**src/rtl/uart_prog_loader_if.sv**
```systemverilog
// ============================================================================
//  Module      : uart_prog_loader_if
//  Description : Byte-in / word-write bus between UART RX, loader and memories.
//  Revision    : 1.0  initial release
// ============================================================================
`default_nettype none

interface uart_prog_loader_if #(
    parameter int ADDR_W = 17
);
    logic              rx_valid;
    logic [7:0]        rx_data;
    logic              wready;
    logic              mem_we;
    logic              imem_we;
    logic [ADDR_W-1:0] mem_waddr;
    logic [31:0]       mem_wdata;
    logic [ADDR_W-1:0] waddr;
    logic              done;
    logic              overrun;

    // master: the loader; slave: UART RX plus the memory side
    modport master (
        input  rx_valid, rx_data, wready,
        output mem_we, imem_we, mem_waddr, mem_wdata, waddr, done, overrun
    );

    modport slave (
        output rx_valid, rx_data, wready,
        input  mem_we, imem_we, mem_waddr, mem_wdata, waddr, done, overrun
    );
endinterface

`default_nettype wire

```
**src/rtl/uart_prog_loader.sv**
```systemverilog
// ============================================================================
//  Module      : uart_prog_loader
//  Description : Packs UART bytes into little-endian words and writes them to
//                DRAM (and the low IMEM_WORDS to imem); raises done when loaded.
//  Revision    : 1.0  initial release
// ============================================================================
`default_nettype none

module uart_prog_loader #(
    parameter int IMAGE_WORDS = 131072,
    parameter int IMEM_WORDS  = 16384,
    parameter int ADDR_W      = 17
) (
    input  wire                     clk,
    input  wire                     rst,
    uart_prog_loader_if.master      bus
);

    typedef enum logic [1:0] {
        S_LOAD  = 2'd0,
        S_FLUSH = 2'd1,
        S_DONE  = 2'd2
    } state_t;

    localparam logic [ADDR_W-1:0] c_LAST_ADDR = ADDR_W'(IMAGE_WORDS - 1);
    // Progress counter stops at IMAGE_WORDS, or at its all-ones value when
    // IMAGE_WORDS does not fit in ADDR_W bits.
    localparam int c_WADDR_MAX = (IMAGE_WORDS > ((2 ** ADDR_W) - 1)) ?
                                 ((2 ** ADDR_W) - 1) : IMAGE_WORDS;

    state_t            r_state;
    logic [1:0]        r_cnt;
    logic [23:0]       r_shreg;
    logic [ADDR_W-1:0] r_next_addr;
    logic              r_mem_we;
    logic [ADDR_W-1:0] r_mem_waddr;
    logic [31:0]       r_mem_wdata;
    logic [ADDR_W-1:0] r_waddr;
    logic              r_done;
    logic              r_overrun;

    logic w_byte;
    logic w_commit;
    logic w_complete;
    logic w_accept;

    assign w_byte     = (r_state == S_LOAD) && bus.rx_valid;
    assign w_commit   = r_mem_we && bus.wready;
    assign w_complete = w_byte && (r_cnt == 2'd3);
    // A commit in the same cycle frees the slot, so the new word is taken.
    assign w_accept   = w_complete && (!r_mem_we || w_commit);

    always_ff @(posedge clk) begin
        if (!rst) begin
            r_state     <= S_LOAD;
            r_cnt       <= 2'd0;
            r_shreg     <= 24'd0;
            r_next_addr <= '0;
            r_mem_we    <= 1'b0;
            r_mem_waddr <= '0;
            r_mem_wdata <= 32'd0;
            r_waddr     <= '0;
            r_done      <= 1'b0;
            r_overrun   <= 1'b0;
        end else begin
            if (w_byte) begin
                case (r_cnt)
                    2'd0:    r_shreg[7:0]   <= bus.rx_data;
                    2'd1:    r_shreg[15:8]  <= bus.rx_data;
                    2'd2:    r_shreg[23:16] <= bus.rx_data;
                    default: ;
                endcase
                r_cnt <= r_cnt + 2'd1;
            end

            if (w_commit) begin
                r_mem_we <= 1'b0;
                if (32'(r_waddr) < c_WADDR_MAX) begin
                    r_waddr <= r_waddr + ADDR_W'(1);
                end
            end

            if (w_accept) begin
                r_mem_we    <= 1'b1;
                r_mem_wdata <= {bus.rx_data, r_shreg};
                r_mem_waddr <= r_next_addr;
                r_next_addr <= r_next_addr + ADDR_W'(1);
                if (r_next_addr == c_LAST_ADDR) begin
                    r_state <= S_FLUSH;
                end
            end else if (w_complete) begin
                r_overrun <= 1'b1;
            end

            if ((r_state == S_FLUSH) && w_commit) begin
                r_state <= S_DONE;
                r_done  <= 1'b1;
            end
        end
    end

    assign bus.mem_we    = r_mem_we;
    assign bus.imem_we   = w_commit && (32'(r_mem_waddr) < IMEM_WORDS);
    assign bus.mem_waddr = r_mem_waddr;
    assign bus.mem_wdata = r_mem_wdata;
    assign bus.waddr     = r_waddr;
    assign bus.done      = r_done;
    assign bus.overrun   = r_overrun;

endmodule

`default_nettype wire

```
**src/flat_wrapper.sv**
```systemverilog
// flat-port wrapper written by rule: the top's interface ports become plain ports
module uart_prog_loader_flat 
#(
    parameter int IMAGE_WORDS = 131072,
    parameter int IMEM_WORDS  = 16384,
    parameter int ADDR_W      = 17
)
  (clk, rst, bus_rx_valid, bus_rx_data, bus_wready, bus_mem_we, bus_imem_we, bus_mem_waddr, bus_mem_wdata, bus_waddr, bus_done, bus_overrun);
  uart_prog_loader_if #(.ADDR_W(ADDR_W)) bus_i ();
  input  wire clk;
  input  wire rst;
  input wire logic [$bits(bus_i.rx_valid)-1:0] bus_rx_valid;
  input wire logic [$bits(bus_i.rx_data)-1:0] bus_rx_data;
  input wire logic [$bits(bus_i.wready)-1:0] bus_wready;
  output wire logic [$bits(bus_i.mem_we)-1:0] bus_mem_we;
  output wire logic [$bits(bus_i.imem_we)-1:0] bus_imem_we;
  output wire logic [$bits(bus_i.mem_waddr)-1:0] bus_mem_waddr;
  output wire logic [$bits(bus_i.mem_wdata)-1:0] bus_mem_wdata;
  output wire logic [$bits(bus_i.waddr)-1:0] bus_waddr;
  output wire logic [$bits(bus_i.done)-1:0] bus_done;
  output wire logic [$bits(bus_i.overrun)-1:0] bus_overrun;
  assign bus_i.rx_valid = bus_rx_valid;
  assign bus_i.rx_data = bus_rx_data;
  assign bus_i.wready = bus_wready;
  assign bus_mem_we = bus_i.mem_we;
  assign bus_imem_we = bus_i.imem_we;
  assign bus_mem_waddr = bus_i.mem_waddr;
  assign bus_mem_wdata = bus_i.mem_wdata;
  assign bus_waddr = bus_i.waddr;
  assign bus_done = bus_i.done;
  assign bus_overrun = bus_i.overrun;
  uart_prog_loader #(.IMAGE_WORDS(IMAGE_WORDS), .IMEM_WORDS(IMEM_WORDS), .ADDR_W(ADDR_W)) u_core (.clk(clk), .rst(rst), .bus(bus_i));
endmodule
```
**config.mk**
```make
export PLATFORM = sky130hd
export DESIGN_NAME = uart_prog_loader_flat
export DESIGN_NICKNAME = d
export VERILOG_FILES = /design/src/rtl/uart_prog_loader_if.sv /design/src/rtl/uart_prog_loader.sv /design/src/flat_wrapper.sv
export SDC_FILE = /design/constraint.sdc
export NUM_CORES = 1
export LEC_CHECK = 0
export ABC_AREA = 0
export BUFFER_PORTS_ARGS = -buffer_cell sky130_fd_sc_hd__buf_2
export CAP_MARGIN = 20
export CORE_ASPECT_RATIO = 0.6
export CORE_UTILIZATION = 40
export CTS_CLUSTER_SIZE = 12
export DETAILED_ROUTE_END_ITERATION = 10
export PLACE_DENSITY_LB_ADDON = 0.08
export SETUP_SLACK_MARGIN = 0.1
export SYNTH_ARGS = -nofsm -noshare
export SYNTH_HDL_FRONTEND = slang
export SYNTH_SLANG_ARGS = --single-unit
```
**constraint.sdc**
```tcl
create_clock -name clk -period 3 [get_ports clk]
set_clock_uncertainty 0.05 [all_clocks]
set_input_delay 0.3 -clock clk [delete_from_list [all_inputs] [get_ports clk]]
set_output_delay 0.3 -clock clk [all_outputs]
set_load 0.01 [all_outputs]
```
==> qor.csv, run 1 <==
metric,value,unit
power_switching_share,21.2,%
worst_slew_margin_rel,54.6,%
clockRootBuffer,clkbuf_16,
clkLatencyLatePin,0.41,ns
tightestPinTransition,0.680,ns
clkPwrFrac,54.5,%
yosys.cell_types.count,39,
grt_usage,20.0,%
total_number_of_h_tree_levels,4,
place_hpwl,7.61,mm
largest_area_contributor_in_the_netlist,dfxtp_1,
cellLeakagePower,2.16,nW
clk_pin_slew_worst_paths,0.06,ns
cap_viol_max_count,0,
cts_hold_repair.buffers,0,
core-area,10800,sq um
finalCriticalPeriod,2.03,ns
initial_utilization,42.0,%
met1_usage,28.4,%
share_comb_of_total_power,3.2,%
die_boundary_height,84.5,microns
yosys_most_used_dff,dfxtp_1,
cts_setup_buffers,0,
grt_max_degree,71,
synth.avg_cell_area,8.04,sq um
share_of_synthesized_area_occupied_by_flip_flops_and_latches,50.3,%
antenna_cells,0,
cp-end-kind,flop,
fill_cells,1052,
number_of_flip_flops_and_latches_in_the_synthesized_netlist,114,
accumulated_negative_setup_slack,0,ns
mappedNetlistArea,4540,sq um
gr-usage-met3,7.76,%
crit_path_start_kind,flop,
rsz0062_at_grt,no,
layout_worst_path_cycle_share,67.6,%
synth_top_cells_by_area,"dfxtp_1, nand2_1, a21oi_1, mux2i_1, clkbuf_1",
routability_congestion_estimate_from_global_placement,0.804,
finalWorstSetupSlack,0.971,ns
std_cell_rows,29,
drt-pass1-iter-count,5,
timing_hold_violations_final,0,
synth_warnings,0,
cts.sink_count,114,
drt-initial-drc-count,213,
synth-edff-count,0,
final_antenna_net_count,0,
timing.final.setup_violations,0,
layout_commonest_cell,nand2_1,
drive_above_1_share,19.0,%
vias,4055,
globalRouteOverflowTotal,0,
wire_per_inst,14.3,microns
cts-root-to-sink-buffers,2,
die_area,11800,sq um
resize_count_post_cts,0,
synthCells,565,
ys_async_sr_fraction,0,%
maxClockFrequency,493,MHz
drcViolationCount,0,
die_w,140,microns
max-vdd-ir-drop,384,uV
grt_most_used_layer,met1,
most-common-layout-cells,"nand2_1, dfxtp_1, a21oi_1",
tritoncts_clock_tree,done,
cts_inserted_buffers,17,
drt-total-wl,11.2,mm
initial_antenna_violation_count,0,
power_report.internal_total,0.00289,W
nets,655,
outcome,"finished, final reports clean",
detail_route.vias_per_cell,5.15,
grt_pass1_vias,3687,
routing_usage_on_met2,27.2,%
detailedPlace.worstSlack,0.904,ns
seq_power_share,42.2,%
hp-class,input port to flop,
timing.critical_path.fanout_max,6,
power-per-cell-area,649,nW/um^2
p_switching,0.000779,W
grt_pass1_wl,18.4,mm
area_fraction_of_the_dominant_cell_type_after_synthesis,50.3,%
path_class,flop to flop,
top_level_ports,82,
timing.critical_path.arrival,2.31,ns
cp_data_required_time,3.28,ns
finalMaxSlewViolations,0,
numPortBuffers,81,
synth_nets,584,
area_delta_synth_final,24.4,%
-- critical path, cell delays in order, from the launching register on --
cell and delay (ns):
dfxtp_1 0.39, nand4_1 0.25, or4_4 0.62, or4_1 0.49, a21oi_1 0.16
-- path summary, 6_finish.rpt --
kind                            depth (start not counted)                 endpoint  slack (ns)                     from
worst max-delay path                                    4     u_core.bus.waddr[14]        0.97      u_core.bus.waddr[7]
worst min-delay path                                    3        u_core.r_shreg[1]        0.13           bus_rx_data[1]
worst max register to register                          4     u_core.bus.waddr[14]        0.97      u_core.bus.waddr[7]
worst min register to register                          2  u_core.bus.mem_waddr[0]        0.40  u_core.bus.mem_waddr[0]
-- Yosys cell counts (all sizes together), types with 2 or more instances --
| cell | instances |
|---|---|
| or3 | 5 |
| o31ai | 6 |
| nand3 | 13 |
| a21oi | 92 |
| xor2 | 2 |
| and2 | 7 |
| and4 | 2 |
| and3 | 4 |
| or2 | 2 |
| a31oi | 5 |
| xnor2 | 2 |
| inv | 7 |
| nor2 | 12 |
| nor3 | 7 |
| dfxtp | 114 |
| clkbuf | 29 |
| nand2b | 11 |
| buf | 5 |
| ha | 7 |
| mux2i | 12 |
| nand4 | 9 |
| nand2 | 178 |
| a211oi | 4 |
| or4 | 9 |
| nor4 | 6 |
| o21a | 2 |
| o21ai | 6 |
-- area by class of cell --
type | instances | area, sq um | share of cell area [%]
clock buffer | 21 | 450 | 7.97
clock inverter | 11 | 136 | 2.41
inverter | 7 | 26.3 | 0.465
multi-input combinational | 410 | 2110 | 37.4
sequential | 114 | 2280 | 40.4
tap | 139 | 174 | 3.08
timing repair buffer | 86 | 468 | 8.28
-- registers in the layout (all words and copies together) (netlist names) --
signal                cells
u_core.r_state            2
u_core.bus.mem_we         1
u_core.r_next_addr       17
u_core.bus.done           1
u_core.bus.waddr         17
u_core.r_cnt              2
u_core.bus.mem_waddr     17
u_core.bus.overrun        1
u_core.r_shreg           24
u_core.bus.mem_wdata     32
-- per-layer routing --
layer	wire [microns]	vias up	part of all wire [%]
met5	0	-	0
met4	55	0	0.49
met3	885	6	7.9
met2	4510	101	40
met1	5790	1878	52
li1	-	2070	-
-- power by group through the flow --
stage | logic [W] | registers [W] | clock network, W
3_5_place_dp | 0.000119 | 0.00158 | 0
4_1_cts | 0.000119 | 0.00155 | 0.00204
6_report | 0.000119 | 0.00155 | 0.00200
5_1_grt | 0.000133 | 0.00155 | 0.00211
2_1_floorplan | 0.0000785 | 0.00158 | 0
3_3_place_gp | 0.000117 | 0.00158 | 0
-- through the flow --
step                      area, sq um  total power [W]  hold slack, ns  util [%]  instances
after floorplan                  4540          0.00166           0.382         -        565
after global placement           5060          0.00170           0.391      46.8        756
after detailed placement         5060          0.00170           0.395      46.8        756
after CTS                        5650          0.00371           0.117      52.2        788
after global routing             5650          0.00380           0.126      52.2        788
final                            5650          0.00367           0.135      52.2        788
-- kinds of logic (layout without fill, tap and decap cells) --
group,count (synthesis),count (layout),share of synthesized area [%]
mux,12,12,2.65
simple gates,269,269,26.9
xor+xnor,4,4,0.772
buf+inv,41,125,3.44
compound gates,118,118,14.1
fa+ha+maj,7,7,1.93
flops,114,114,50.3
Power figures use the tool's default switching activity.
==> inputs of run 2 (changes only) <==
- clock period: 3 -> 1.9 ns (I/O delays scaled with it)
==> qor.csv, run 2 (synthesis results as in run 1) <==
metric,value,unit
power-per-cell-area,1020,nW/um^2
routedLengthMet1,6.19,mm
met2WireLength,4.79,mm
clk_pin_slew_worst_paths,0.06,ns
place_hpwl,7.90,mm
routed.top_layer,met4,
timing.critical_path.fanout_max,5,
tritoncts_clock_tree,done,
clockRootBuffer,clkbuf_16,
maxClockFrequency,560,MHz
cts_hold_repair.buffers,0,
wire_per_inst,14.4,microns
total_number_of_h_tree_levels,4,
cp-end-kind,flop,
worst-r2r-cell-count,4,
outcome,"finished, final reports clean",
final_antenna_net_count,0,
timing.final.setup_violations,0,
drt-total-wl,11.8,mm
worst_slew_margin_rel,67.0,%
largest_register_ff_count,32,
regArea,2310,sq um
tightestPinTransition,0.493,ns
finalMaxSlewViolations,0,
nets,684,
detail_route.vias_per_cell,5.12,
cts-root-to-sink-buffers,2,
path_class,flop to flop,
top_level_ports,82,
most-common-layout-cells,"nand2_1, dfxtp_1, a21oi_1",
cap_viol_max_count,0,
std_cell_rows,29,
critical_path.startpoint,u_core.bus.waddr[8],
cp_data_required_time,2.19,ns
grt_pass1_wl,19.4,mm
globalRouteOverflowTotal,0,
numPortBuffers,81,
timing.critical_path.arrival,2.07,ns
max-vdd-ir-drop,665,uV
grt_max_degree,81,
multi_input_area,2190,sq um
crit_path_start_kind,flop,
accumulated_negative_setup_slack,0,ns
timing_hold_violations_final,0,
routability_congestion_estimate_from_global_placement,0.817,
grt_usage,21.0,%
worst_setup_path_endpoint,u_core.bus.waddr[14],
rsz0062_at_grt,yes,
worst_r2r_end,u_core.bus.waddr[14],
final_core_util,55.8,%
drt-pass1-iter-count,4,
finalCriticalPeriod,1.79,ns
routed-wl-met3,709,microns
vias,4186,
drcViolationCount,0,
die_area,11800,sq um
ff_to_ff_setup_slack,0.11,ns
initial_utilization,42.0,%
die_boundary_height,84.5,microns
cts.sink_count,114,
worstReg2RegStart,u_core.bus.waddr[8],
drive_above_1_share,27.4,%
layout_commonest_cell,nand2_1,
hp-class,input port to flop,
core-area,10800,sq um
clkLatencyLatePin,0.41,ns
initial_antenna_violation_count,0,
fill_cells,1013,
drt-initial-drc-count,212,
antenna_cells,0,
area_delta_synth_final,33.0,%
layout_worst_path_cycle_share,94.0,%
die_w,140,microns
cts_inserted_buffers,17,
cellLeakagePower,2.34,nW
grt_pass1_vias,3860,
## run 2: cell types whose count changed in the layout (fill, tap and decap cells not counted), moves of 5 or more
cell | previous run | this run
dfxtp_1 | 114 | 98
dfxtp_2 | 0 | 11
dfxtp_4 | 0 | 5
buf_4 | 3 | 32
## run 2: cell type report
cell class / instances / share of cell area [%]
timing repair buffer: 115 / 11.2
sequential: 114 / 38.3
tap: 139 / 2.88
inverter: 7 / 0.435
clock buffer: 19 / 7.50
clock inverter: 13 / 3.42
multi-input combinational: 410 / 36.2
## run 2: worst min-delay path by stage
stage / startpoint / end / cells after the start
after global routing: bus_rx_data[5] / u_core.r_shreg[13] / 3
after detailed placement: u_core.r_shreg[2] / u_core.bus.mem_wdata[2] / 2
final: bus_rx_data[6] / u_core.r_shreg[14] / 3
after floorplan: bus_rx_data[0] / u_core.r_shreg[0] / 2
after CTS: bus_rx_data[4] / u_core.bus.mem_wdata[28] / 3
after global placement: u_core.bus.mem_wdata[25] / u_core.bus.mem_wdata[25] / 2
## run 2: metrics by stage
step,instance area (sq um),hold slack [ns],power (W),instances,setup slack (ns)
floorplan,4550,0.276,0.00261,565,0.0966
global placement,5220,0.390,0.00268,777,0.138
detailed placement,5220,0.392,0.00269,777,0.0784
CTS,5890,0.0127,0.00623,809,0.0688
global route,6040,0.0201,0.00637,817,0.0310
finish,6040,0.0254,0.00618,817,0.115
## run 2: timing repair
action | in CTS | in global routing
resized for setup | 7 | 23
cloned | 0 | 0
pin swaps | 0 | 5
setup buffers | 0 | 8
setup endpoints to repair | 5 | 25
## run 2: power by group
group	switching, W	total, W	leakage (nW)	internal, W
Sequential	0.0000172	0.00243	0.930	0.00242
Combinational	0.000139	0.000204	1.09	0.0000651
Clock	0.00114	0.00354	0.319	0.00240
## run 2: layer usage
metal,up-vias,GRT usage [%]
met2,120,29.2
met3,10,5.31
met5,-,0
li1,2120,-
met1,1936,30.8
met4,0,8.09
## run 2: worst max-delay path: stages, from the launching register on
cell and delay, ns:
dfxtp_2 0.35, nand4_1 0.13, or4_4 0.57, or4_4 0.50
a21oi_2 0.12
